File: config.mk
export PLATFORM = sky130hd
export DESIGN_NAME = serial_alu
export DESIGN_NICKNAME = d
export VERILOG_FILES = /design/src/rtl/serial_alu.sv
export SDC_FILE = /design/constraint.sdc
export NUM_CORES = 1
export LEC_CHECK = 0
export ABC_AREA = 1
export CAP_MARGIN = 20
export CORE_MARGIN = 5
export CORE_UTILIZATION = 39
export CTS_CLUSTER_DIAMETER = 150
export DETAILED_ROUTE_END_ITERATION = 16
export GPL_TIMING_DRIVEN = 0
export PLACE_DENSITY = 0.64
export SLEW_MARGIN = 0
export SYNTH_ARGS = -nofsm -noshare
export SYNTH_HDL_FRONTEND = slang
export SYNTH_SLANG_ARGS = --single-unit
export TNS_END_PERCENT = 30
File: constraint.sdc
create_clock -name clk_i -period 1.75 [get_ports clk_i]
set_input_delay 0.4375 -clock clk_i [delete_from_list [all_inputs] [get_ports clk_i]]
set_output_delay 0.4375 -clock clk_i [all_outputs]
set_load 0.02 [all_outputs]
File: src/rtl/serial_alu.sv
// Bit-serial ALU: AND/OR/XOR/ADD/SUB on WIDTH-bit operands, one bit per clock, LSB first.
// Operands and control are captured at start so the inputs may change while the operation runs.
`ifndef CONTROL_WIDTH
`define CONTROL_WIDTH 5
`endif

// state | meaning
// IDLE  | waiting for start_i; outputs hold the last completed result
// RUN   | processing bit cnt_q of the captured operands
// DONE  | results valid, done_o pulses for this single cycle
module serial_alu #(
    parameter int WIDTH = 8,
    parameter int F0    = 0,
    parameter int F1    = 1,
    parameter int F2    = 2,
    parameter int F3    = 3,
    parameter int F4    = 4
) (
    input  logic                      clk_i,
    input  logic                      rst_i,
    input  logic                      start_i,
    input  logic [WIDTH-1:0]          a_i,
    input  logic [WIDTH-1:0]          b_i,
    input  logic [`CONTROL_WIDTH-1:0] f_i,
    input  logic                      carry_in_i,
    input  logic                      borrow_in_i,
    output logic                      busy_o,
    output logic                      done_o,
    output logic [WIDTH-1:0]          result_o,
    output logic                      carry_out_o,
    output logic                      borrow_out_o,
    output logic                      zero_o
);

    localparam int CW = (WIDTH > 1) ? $clog2(WIDTH) : 1;
    localparam logic [CW-1:0] LAST = CW'(WIDTH - 1);

    typedef enum logic [1:0] {S_IDLE, S_RUN, S_DONE} state_t;

    state_t                    state_q, state_d;
    logic [WIDTH-1:0]          a_q, a_d, b_q, b_d, res_sh_q, res_sh_d;
    logic [`CONTROL_WIDTH-1:0] f_q, f_d;
    logic                      c_q, c_d, br_q, br_d;
    logic [CW-1:0]             cnt_q, cnt_d;
    logic                      busy_q, busy_d, done_q, done_d;
    logic [WIDTH-1:0]          result_q, result_d;
    logic                      carry_out_q, carry_out_d, borrow_out_q, borrow_out_d;
    logic                      zero_q, zero_d;

    logic [2:0]       sel;
    logic             ap, bp, bit_r, c_nx, br_nx;
    logic [WIDTH-1:0] res_nx;

    always_comb begin
        sel    = {f_q[F2], f_q[F1], f_q[F0]};
        ap     = a_q[cnt_q] ^ f_q[F4];
        bp     = b_q[cnt_q] & f_q[F3];
        c_nx   = (ap & bp) | (c_q & (ap ^ bp));
        br_nx  = (~ap & bp) | (br_q & ~(ap ^ bp));
        case (sel)
            3'b000:  bit_r = ap & bp;
            3'b001:  bit_r = ap | bp;
            3'b010:  bit_r = ap ^ bp;
            3'b011:  bit_r = ap ^ bp ^ c_q;
            3'b100:  bit_r = ap ^ bp ^ br_q;
            default: bit_r = 1'b0;
        endcase
        // each bit enters at the MSB, so after WIDTH shifts bit 0 sits at the LSB
        res_nx = {bit_r, res_sh_q[WIDTH-1:1]};
    end

    always_comb begin
        state_d      = state_q;
        a_d          = a_q;
        b_d          = b_q;
        f_d          = f_q;
        c_d          = c_q;
        br_d         = br_q;
        cnt_d        = cnt_q;
        res_sh_d     = res_sh_q;
        busy_d       = busy_q;
        done_d       = 1'b0;
        result_d     = result_q;
        carry_out_d  = carry_out_q;
        borrow_out_d = borrow_out_q;
        zero_d       = zero_q;
        case (state_q)
            S_IDLE: begin
                if (start_i) begin
                    a_d     = a_i;
                    b_d     = b_i;
                    f_d     = f_i;
                    c_d     = carry_in_i;
                    br_d    = borrow_in_i;
                    cnt_d   = '0;
                    state_d = S_RUN;
                    busy_d  = 1'b1;
                end
            end
            S_RUN: begin
                res_sh_d = res_nx;
                c_d      = c_nx;
                br_d     = br_nx;
                cnt_d    = cnt_q + CW'(1);
                if (cnt_q == LAST) begin
                    state_d      = S_DONE;
                    busy_d       = 1'b0;
                    done_d       = 1'b1;
                    cnt_d        = '0;
                    result_d     = res_nx;
                    carry_out_d  = (sel == 3'b011) & c_nx;
                    borrow_out_d = (sel == 3'b100) & br_nx;
                    zero_d       = ~|res_nx;
                end
            end
            default: begin
                state_d = S_IDLE;
                busy_d  = 1'b0;
            end
        endcase
    end

    always_ff @(posedge clk_i) begin
        if (rst_i) begin
            state_q      <= S_IDLE;
            a_q          <= '0;
            b_q          <= '0;
            f_q          <= '0;
            c_q          <= 1'b0;
            br_q         <= 1'b0;
            cnt_q        <= '0;
            res_sh_q     <= '0;
            busy_q       <= 1'b0;
            done_q       <= 1'b0;
            result_q     <= '0;
            carry_out_q  <= 1'b0;
            borrow_out_q <= 1'b0;
            zero_q       <= 1'b1;
        end else begin
            state_q      <= state_d;
            a_q          <= a_d;
            b_q          <= b_d;
            f_q          <= f_d;
            c_q          <= c_d;
            br_q         <= br_d;
            cnt_q        <= cnt_d;
            res_sh_q     <= res_sh_d;
            busy_q       <= busy_d;
            done_q       <= done_d;
            result_q     <= result_d;
            carry_out_q  <= carry_out_d;
            borrow_out_q <= borrow_out_d;
            zero_q       <= zero_d;
        end
    end

    assign busy_o       = busy_q;
    assign done_o       = done_q;
    assign result_o     = result_q;
    assign carry_out_o  = carry_out_q;
    assign borrow_out_o = borrow_out_q;
    assign zero_o       = zero_q;

endmodule

# Yosys cells after proc, flatten, opt, wreduce, memory -nomap -nowiden

Index checks and enable logic that the tools add are counted.

Register bits after elaboration: 49
Input bits: 26
Output and inout port bits: 13
Logic and storage cells: 70

Add/subtract/negate cells: 1
Magnitude comparators: 1
Eq/ne operators: 8
Mux-type cells: 19
Bitwise logic cells: 17
Reductions and logical operators: 10

Operators by type and width:

| cell                                                       | count |
|---|---|
| AND reduction 2 bit                                        | 4 |
| OR reduction 8 bit                                         | 1 |
| AND 1 bit                                                  | 7 |
| 2-to-1 mux 1 bit                                           | 7 |
| binary-select mux 1 bit (select 3 bit)                     | 2 |
| equality test 3 x 2 -> 1 bit, second input constant        | 2 |
| equality test 3 bit, second input constant                 | 2 |
| 2-to-1 mux 3 bit                                           | 2 |
| case mux 1 bit (2 select lines)                            | 3 |
| case mux 3 bit (2 select lines)                            | 1 |
| case mux 1 bit (5 select lines)                            | 1 |
| less-than comparator 3 x 4 -> 1 bit, second input constant | 1 |
| 2-to-1 mux 2 bit                                           | 2 |
| != test 2 bit, second input constant                       | 2 |
| case mux 2 bit (2 select lines)                            | 1 |
| bitwise XOR 1 bit                                          | 4 |
| adder 3 x 1 -> 3 bit, second input constant                | 1 |
| equality test 3 x 1 -> 1 bit, second input constant        | 1 |
| logical NOT 3 bit                                          | 1 |
| inverter 1 bit                                             | 3 |
| OR 1 bit                                                   | 3 |
| equality test 2 x 1 -> 1 bit, second input constant        | 1 |
| logical NOT 2 bit                                          | 1 |
| nonzero test 2 bit                                         | 1 |
| 2 further kinds                                            | 2 |

# Logic depth before layout (Yosys ltp)

Gate-level depths: netlist of the first run.

Depth in word-level cells: 8
Depth in mapped cells: 14
Gate-level depth less buffers: 13

# Least setup slack after synthesis of the first run

No wires, ideal clock.

Path kind: reg2reg
From: reg cnt_q[0]
To: reg zero_q (netlist: zero_o)
Library setup time: 115 ps
Arrival: 1695 ps
Required time: 1635 ps
Setup slack: -60 ps
Cell stages (with the launch flop): 13
Path buffers: 1
Period minus slack after synthesis: 1810 ps
Cells stage by stage: dfxtp_1 -> buf_6 -> inv_6 -> nand2_1 -> nand3_1 -> nand3_1 -> nand2_2 -> xnor2_1 -> ha_1 -> nor3_1 -> o21ai_2 -> nand4_1 -> nand2_1

Word-level cells in the longest chain between the ends: 8
Elaborated cells between the ends (all ways): 16

Ends and longest elaborated chain:

| element                                                          | RTL line   | text |
|---|---|---|
| from (decl)                                                      | 44         | `logic [CW-1:0] cnt_q, cnt_d;` |
| from (signal assigned)                                           | 146        | `cnt_q <= cnt_d;` |
| binary-select mux 1 bit (select 3 bit), on equally long branches | 56, 57     |  |
| 2-to-1 mux 1 bit, on equally long branches                       | 56, 57     |  |
| bitwise XOR 1 bit / AND 1 bit (equally long branches)            | 56, 57     |  |
| bitwise XOR 1 bit                                                | 63, 64, 65 |  |
| bitwise XOR 1 bit, on equally long branches                      | 65, 64     |  |
| case mux 1 bit (5 select lines)                                  | 60         | `case (sel)` |
| OR reduction 8 bit                                               | 113        | `zero_d = ~\|res_nx;` |
| logical NOT 1 bit                                                | 113        |  |
| to (signal assigned)                                             | 153        | `zero_q <= zero_d;` |
| to (decl)                                                        | 48         | `logic zero_q, zero_d;` |

Several ways; a longest one is shown, not always the timed one. The select of a mux whose other input is x is not followed.
A chain may end at the register's enable or synchronous reset.

# Worst setup path after layout of the first run

From: reg cnt_q[0]
To: reg res_sh_q[7]

Word-level cells in the longest chain between the ends: 6
Elaborated cells between the ends (all ways): 12

Ends and longest elaborated chain:

| element                                                          | RTL line   | text |
|---|---|---|
| binary-select mux 1 bit (select 3 bit), on equally long branches | 56, 57     |  |
| 2-to-1 mux 1 bit, on equally long branches                       | 56, 57     |  |
| bitwise XOR 1 bit / AND 1 bit (equally long branches)            | 56, 57     |  |
| bitwise XOR 1 bit                                                | 63, 64, 65 |  |
| bitwise XOR 1 bit, on equally long branches                      | 65, 64     |  |
| case mux 1 bit (5 select lines) (*)                              | 60         |  |
| to (signal assigned)                                             | 147        | `res_sh_q <= res_sh_d;` |
| to (decl)                                                        | 41         | `logic [WIDTH-1:0] a_q, a_d, b_q, b_d, res_sh_q, res_sh_d;` |

Every way passes the cells marked *; elsewhere a longest branch is shown, timed or not. The select of a mux whose other input is x is not followed.

==> run metrics, run 1 <==
most used cell, CP=nand2_1; Max stage delay on crit path=roughly 0.35 ns; RSZ-0062 raised after global routing=true; CP Launch Type=flip-flop; TritonRoute pass-1 iters=4; Critical Path Source=cnt_q[0]; drt wl/cell=12.10 µm; P_leak=1.143 nW; Synth async-reset ratio=0%; Crit. End Element=flip-flop; relative slew slack=74.13%; Final Power=0.002324 W; vias per inst=4.709; slowest cell on the critical path=dfxtp_2; routed wire length=between 4000 and 5000 µm; clk buf depth=2; syn avg cell area=7.624 µm²; Rows=26; ANT nets after route=0; # H-tree levels=2; Final nets=345; area leader, netlist=dfxtp_1; root buffer cell=clkbuf_8; unique cell type count in the Yosys netlist=29; Hold WC Path Type=flip-flop to flip-flop; synth warn=0; DRC Markers=0; FMAX=500.6 MHz; Total Routing Usage GR=15.01%; Critical Path, Cell by Cell=buf_6 -> a21oi_1 -> a21oi_2 -> nand2_1 -> nand2_2 -> xnor2_4 -> ha_4 -> nor3_2 -> o21ai_2 -> nand3_1 -> nand2_1 -> inv_1; clk slew on worst S/H paths=0.09 ns; CTS Sinks=47; clk_lat worst skew=0.30 ns; failing checks=negative setup slack; CTS tree=yes; Final Instance Area=2698 µm²; WP data required=1.96 ns; Placed Area=2529 µm²; Die W=about 82 µm; Post-synth EDFFs=0; # diodes=0; Post-Place Cells=375; Max rail drop VDD=0.0003253 V; Final WS setup=-0.2475 ns; WS Path Type=flip-flop to flip-flop; Synth top area share=a little under half; Slew @ Worst Pin=0.3881 ns; CTS buffer count=5; grt total ovfl=0; post-DP HPWL=3310 µm; final setup fails=7; Fin Clk Skew=0.004756 ns; die height=between 80 and 90 µm; Worst Path Buf+Inv=2; area of the core=5075 µm²; flop and latch count out of synthesis=47; Via Count=1,813; sequential element share of the synthesized area=between 40% and 50%; Tmin final=about 2.0 ns; die area=6764 µm²; RR Startpoint=cnt_q[0]; initial antenna violation count=0; worst-path maximum fanout=5; Area Overhead vs Synth=32.51%; synthesized instance count=267; Slew Viols, Final=0; CTS Hold Bufs=0; Post-Syn Area=about 2000 µm²; Starting Density=between 40% and 50%; fin cells=about 390; layout cells sized above 1=15.56%; outcome=complete, but fails checks; port bufs=38; Power Density=approximately 860 nW/µm²; CP Data Arrival Time=2.20 ns; DRT iter0 DRCs=93; Max Cap Violations=0; Crit path max-delay family=compound AO/OA/AOI/OAI gates; first-pass GRT wire length=a little under 8000 µm; num ports=39; Synth area leaders=dfxtp_1 (46%), o21ai_0 (10%), nor2_1 (9.4%); hold_sp=res_sh_q[1]; final hold vios=0; Post-Syn Nets=just under 300; Main synth FF type=dfxtp_1; GPL Wtd Cong=roughly 0.79; largest net degree at the start of global routing=15; R2R Setup Slk=-0.25 ns; ratio of final minimum period to clock period=114.1%; vias in the first global route=1,687
cells by family (layout without fill, tap and decap cells):
family	count (synthesis)	after routing	share of synthesized area, %
AOI/OAI and AO/OA	70	70	18.50
xor gates and xnor gates	2	2	0.8606
adders and majority gates	5	5	3.073
buffers and inverters	39	87	8.728
DFF	47	47	46.22
and+or+nand+nor	104	104	22.62
cells in the mapped netlist (2+ instances only):
library cell	n
o2bb2ai_1	2
o211ai_1	2
dfxtp_1	47
inv_2	3
nand2_1	24
a21oi_1	21
nor2_1	51
ha_1	5
o21ai_0	41
clkbuf_1	2
inv_1	24
nand4_1	2
nor3_1	3
buf_6	2
nand3_2	3
nand3_1	13
buf_2	6
nand2_2	5
cell usage in the layout, fill, tap and decap left out, types with 2 or more instances in the layout:
cell             netlist  routed
clkbuf_1               2       2
clkbuf_8               0       7
nand3_2                3       4
nand3_1               13      12
nand4_1                2       2
clkdlybuf4s50_1        0      36
buf_2                  6       6
ha_1                   5       3
nand2_1               24      24
inv_1                 24      22
dfxtp_1               47      45
inv_2                  3       5
o21ai_2                1       3
buf_4                  1       2
nor2_1                51      51
o211ai_1               2       2
o2bb2ai_1              2       2
nor3_1                 3       2
o21ai_0               41      37
nand2_2                5       5
buf_6                  2       3
a21oi_2                0       3
o21ai_1                1       3
a21oi_1               21      18
repair_timing:
action,4_1_cts,5_1_grt
buffers inserted,1,0
setup endpoints to repair,8,8
pin swaps,7,4
gates cloned,1,0
gates resized for setup,16,5
worst register-to-register path, stage by stage, from the launching register on:
cell and delay [ns]:
dfxtp_2 0.35, buf_6 0.14, a21oi_1 0.17, a21oi_2 0.07
nand2_1 0.08, nand2_2 0.10, xnor2_4 0.16, ha_4 0.32
nor3_2 0.05, o21ai_2 0.23, nand3_1 0.12, nand2_1 0.08
inv_1 0.04
metrics by stage:
step / hold WS, ns / TNS (ns) / setup WS (ns) / utilization (%)
after floorplan: 0.4485 / 0 / 0.004474 / -
after global placement: 0.4533 / -2.795 / -0.2449 / 49.83
after detailed placement: 0.4712 / -3.282 / -0.2660 / 49.83
after CTS: 0.4866 / -0.9383 / -0.2139 / 52.81
after global routing: 0.5011 / -1.805 / -0.3099 / 53.16
final: 0.4843 / -1.101 / -0.2475 / 53.16
registers in the layout, indices dropped and copies added, names as in the netlist:
signal	cells
b_q	8
result_o	8
cnt_q	3
c_q	1
a_q	8
br_q	1
done_o	1
busy_o	1
res_sh_q	7
carry_out_o	1
f_q	5
zero_o	1
borrow_out_o	1
state_q	1
layer usage:
metal  global-route usage, %  share of wire (%)
met5                       0                  0
met4                   4.983                1.1
met3                   3.362                3.8
met2                   23.40                 45
met1                   20.44                 50
report_power, final:
part           switching [W]  total (W)  leakage, nW  internal (W)
clock network       0.000372   0.000731       0.0505      0.000360
logic               0.000227   0.000416        0.706      0.000190
registers          0.0000445    0.00118        0.387       0.00113
final timing paths:
path                            cells past startpoint           to
worst max-delay path                               12  res_sh_q[7]
worst min register to register                      2  result_o[0]
worst min-delay path                                2  result_o[0]
worst max register to register                     12  res_sh_q[7]
cell type report:
cell class	count	area [µm²]
clock buffer	7	96.34
clock inverter	1	7.507
tap	70	87.58
buffer	11	67.56
inverter	28	112.6
timing repair buffer	40	400.4
sequential	47	945.9
fill	517	2377
multi-input combinational	181	979.7
Power figures use the tool's default switching activity.
==> inputs of run 2 (changes only) <==
SKIP_CTS_REPAIR_TIMING = 1   (was not set)
==> run metrics, run 2 (same netlist as run 1, synthesis figures left out) <==
vias in the first global route=approximately 1.7k; Area Overhead vs Synth=35.77%; CP Data Arrival Time=2.21 ns; commonest non-fill, non-tap cell in the layout=nor2_1; slowest cell on the critical path=dfxtp_2; die height=around 82 µm; Max rail drop VDD=0.0003228 V; P_leak=1.169 nW; Hold Slack=0.4843 ns; num ports=39; outcome=complete, but fails checks; # diodes=0; Max stage delay on crit path=roughly 0.35 ns; DRC Markers=0; Critical Path, Cell by Cell=buf_8 -> clkinv_8 -> nand2_2 -> nand3_2 -> nand3_2 -> nand2_4 -> xnor2_4 -> ha_2 -> nand3b_1 -> nand2_1 -> o21ai_2 -> nand3_1 -> nand2_1 -> inv_1; Hold WC Path Type=flip-flop to flip-flop; Max Cap Violations=0; Post-Place Cells=375; Tmin final=2.007 ns; largest net degree at the start of global routing=15; Die W=82.25 µm; Fin Clk Skew=0.005281 ns; Starting Density=40.11%; ratio of final minimum period to clock period=114.7%; fin cells=386; relative slew slack=approximately 74%; CTS buffer count=5; FMAX=498.2 MHz; Total Routing Usage GR=14.63%; routed wire length=4685 µm; clk buf depth=2; drt wl/cell=about 12 µm; Placed Area=2529 µm²; initial antenna violation count=0; # H-tree levels=2; CP Launch Type=flip-flop; WP data required=roughly 2.0 ns; CTS Sinks=47; most frequent cells in the layout=nor2_1 (51), dfxtp_1 (45), o21ai_0 (37); GPL Wtd Cong=0.7850; area of the core=around 5000 µm²; port bufs=38; RSZ-0062 raised after global routing=true; fillcell total=roughly 500; final hold vios=0; Power Density=847.6 nW/µm²; Final nets=346; Rows=26; Via Count=1,815; ANT nets after route=0; failing checks=negative setup slack; WS Path Type=flip-flop to flip-flop; clk slew on worst S/H paths=0.09 ns; first-pass GRT wire length=7555 µm; grt total ovfl=0; Crit. End Element=flip-flop; worst-path maximum fanout=10; DRT iter0 DRCs=87; final setup fails=7; clk_lat worst skew=around 0.30 ns; post-DP HPWL=3310 µm; CTS tree=yes; die area=between 6000 and 7000 µm²; Final Instance Area=approximately 2800 µm²; root buffer cell=clkbuf_8; TritonRoute pass-1 iters=4; Slew @ Worst Pin=0.3854 ns; Final WS setup=-0.2574 ns; vias per inst=4.702; layout cells sized above 1=18.99%; Slew Viols, Final=0
-- run 2: cell count changes in the layout (fill, tap and decap cells not counted), moves of 2 or more --
cell	delta
nand3_1	-2
nand2_2	+5
nand3_2	+2
nand2_1	-6
-- run 2: metrics by stage --
step | util (%) | power [W] | worst slack, ns | TNS (ns)
finish | 54.46 | 0.002343 | -0.2574 | -1.127
detailed placement | 49.83 | 0.001584 | -0.2660 | -3.282
global route | 54.46 | 0.002462 | -0.3567 | -1.969
CTS | 51.87 | 0.002302 | -0.2837 | -1.759
floorplan | - | 0.001453 | 0.004474 | 0
global placement | 49.83 | 0.001579 | -0.2449 | -2.795
-- run 2: cell type report --
cell class / instances / area, µm² / area share [%]
Buffer: 11 / 71.32 / 2.580
Clock buffer: 7 / 96.34 / 3.486
Clock inverter: 1 / 7.507 / 0.2716
Inverter: 28 / 117.6 / 4.255
Multi-Input combinational cell: 181 / 1026 / 37.12
Sequential cell: 47 / 945.9 / 34.22
Tap cell: 70 / 87.58 / 3.169
Timing Repair Buffer: 41 / 411.6 / 14.89
-- run 2: worst max-delay path, delay by kind of cell, from the launching register on --
family / cells / cell delay [ns]
xor gates and xnor gates: 1 / 0.21
AOI/OAI and AO/OA: 1 / 0.21
DFF: 1 / 0.35
buffers and inverters: 3 / 0.27
adders and majority gates: 1 / 0.19
and+or+nand+nor: 8 / 0.70
-- run 2: final timing paths --
path / from / endpoint / slack [ns] / cells after the start
min: res_sh_q[1] / result_o[0] / 0.48 / 2
max reg2reg: cnt_q[0] / res_sh_q[7] / -0.26 / 14
min reg2reg: res_sh_q[1] / result_o[0] / 0.48 / 2
max: cnt_q[0] / res_sh_q[7] / -0.26 / 14
-- run 2: where the power goes --
group	internal, W	switching, W	total [W]	leakage, nW
registers	0.00113	0.0000452	0.00118	0.387
clock network	0.000360	0.000368	0.000727	0.0505
logic	0.000201	0.000237	0.000438	0.731
-- run 2: routing by layer --
layer  up-vias  track usage [%]  share of wire (%)
li1        969                -                  -
met1       809            19.85                 49
met2        31            22.76                 46
met3         6            3.362                3.6
met4         0            4.983                1.4
met5         -                0                  0
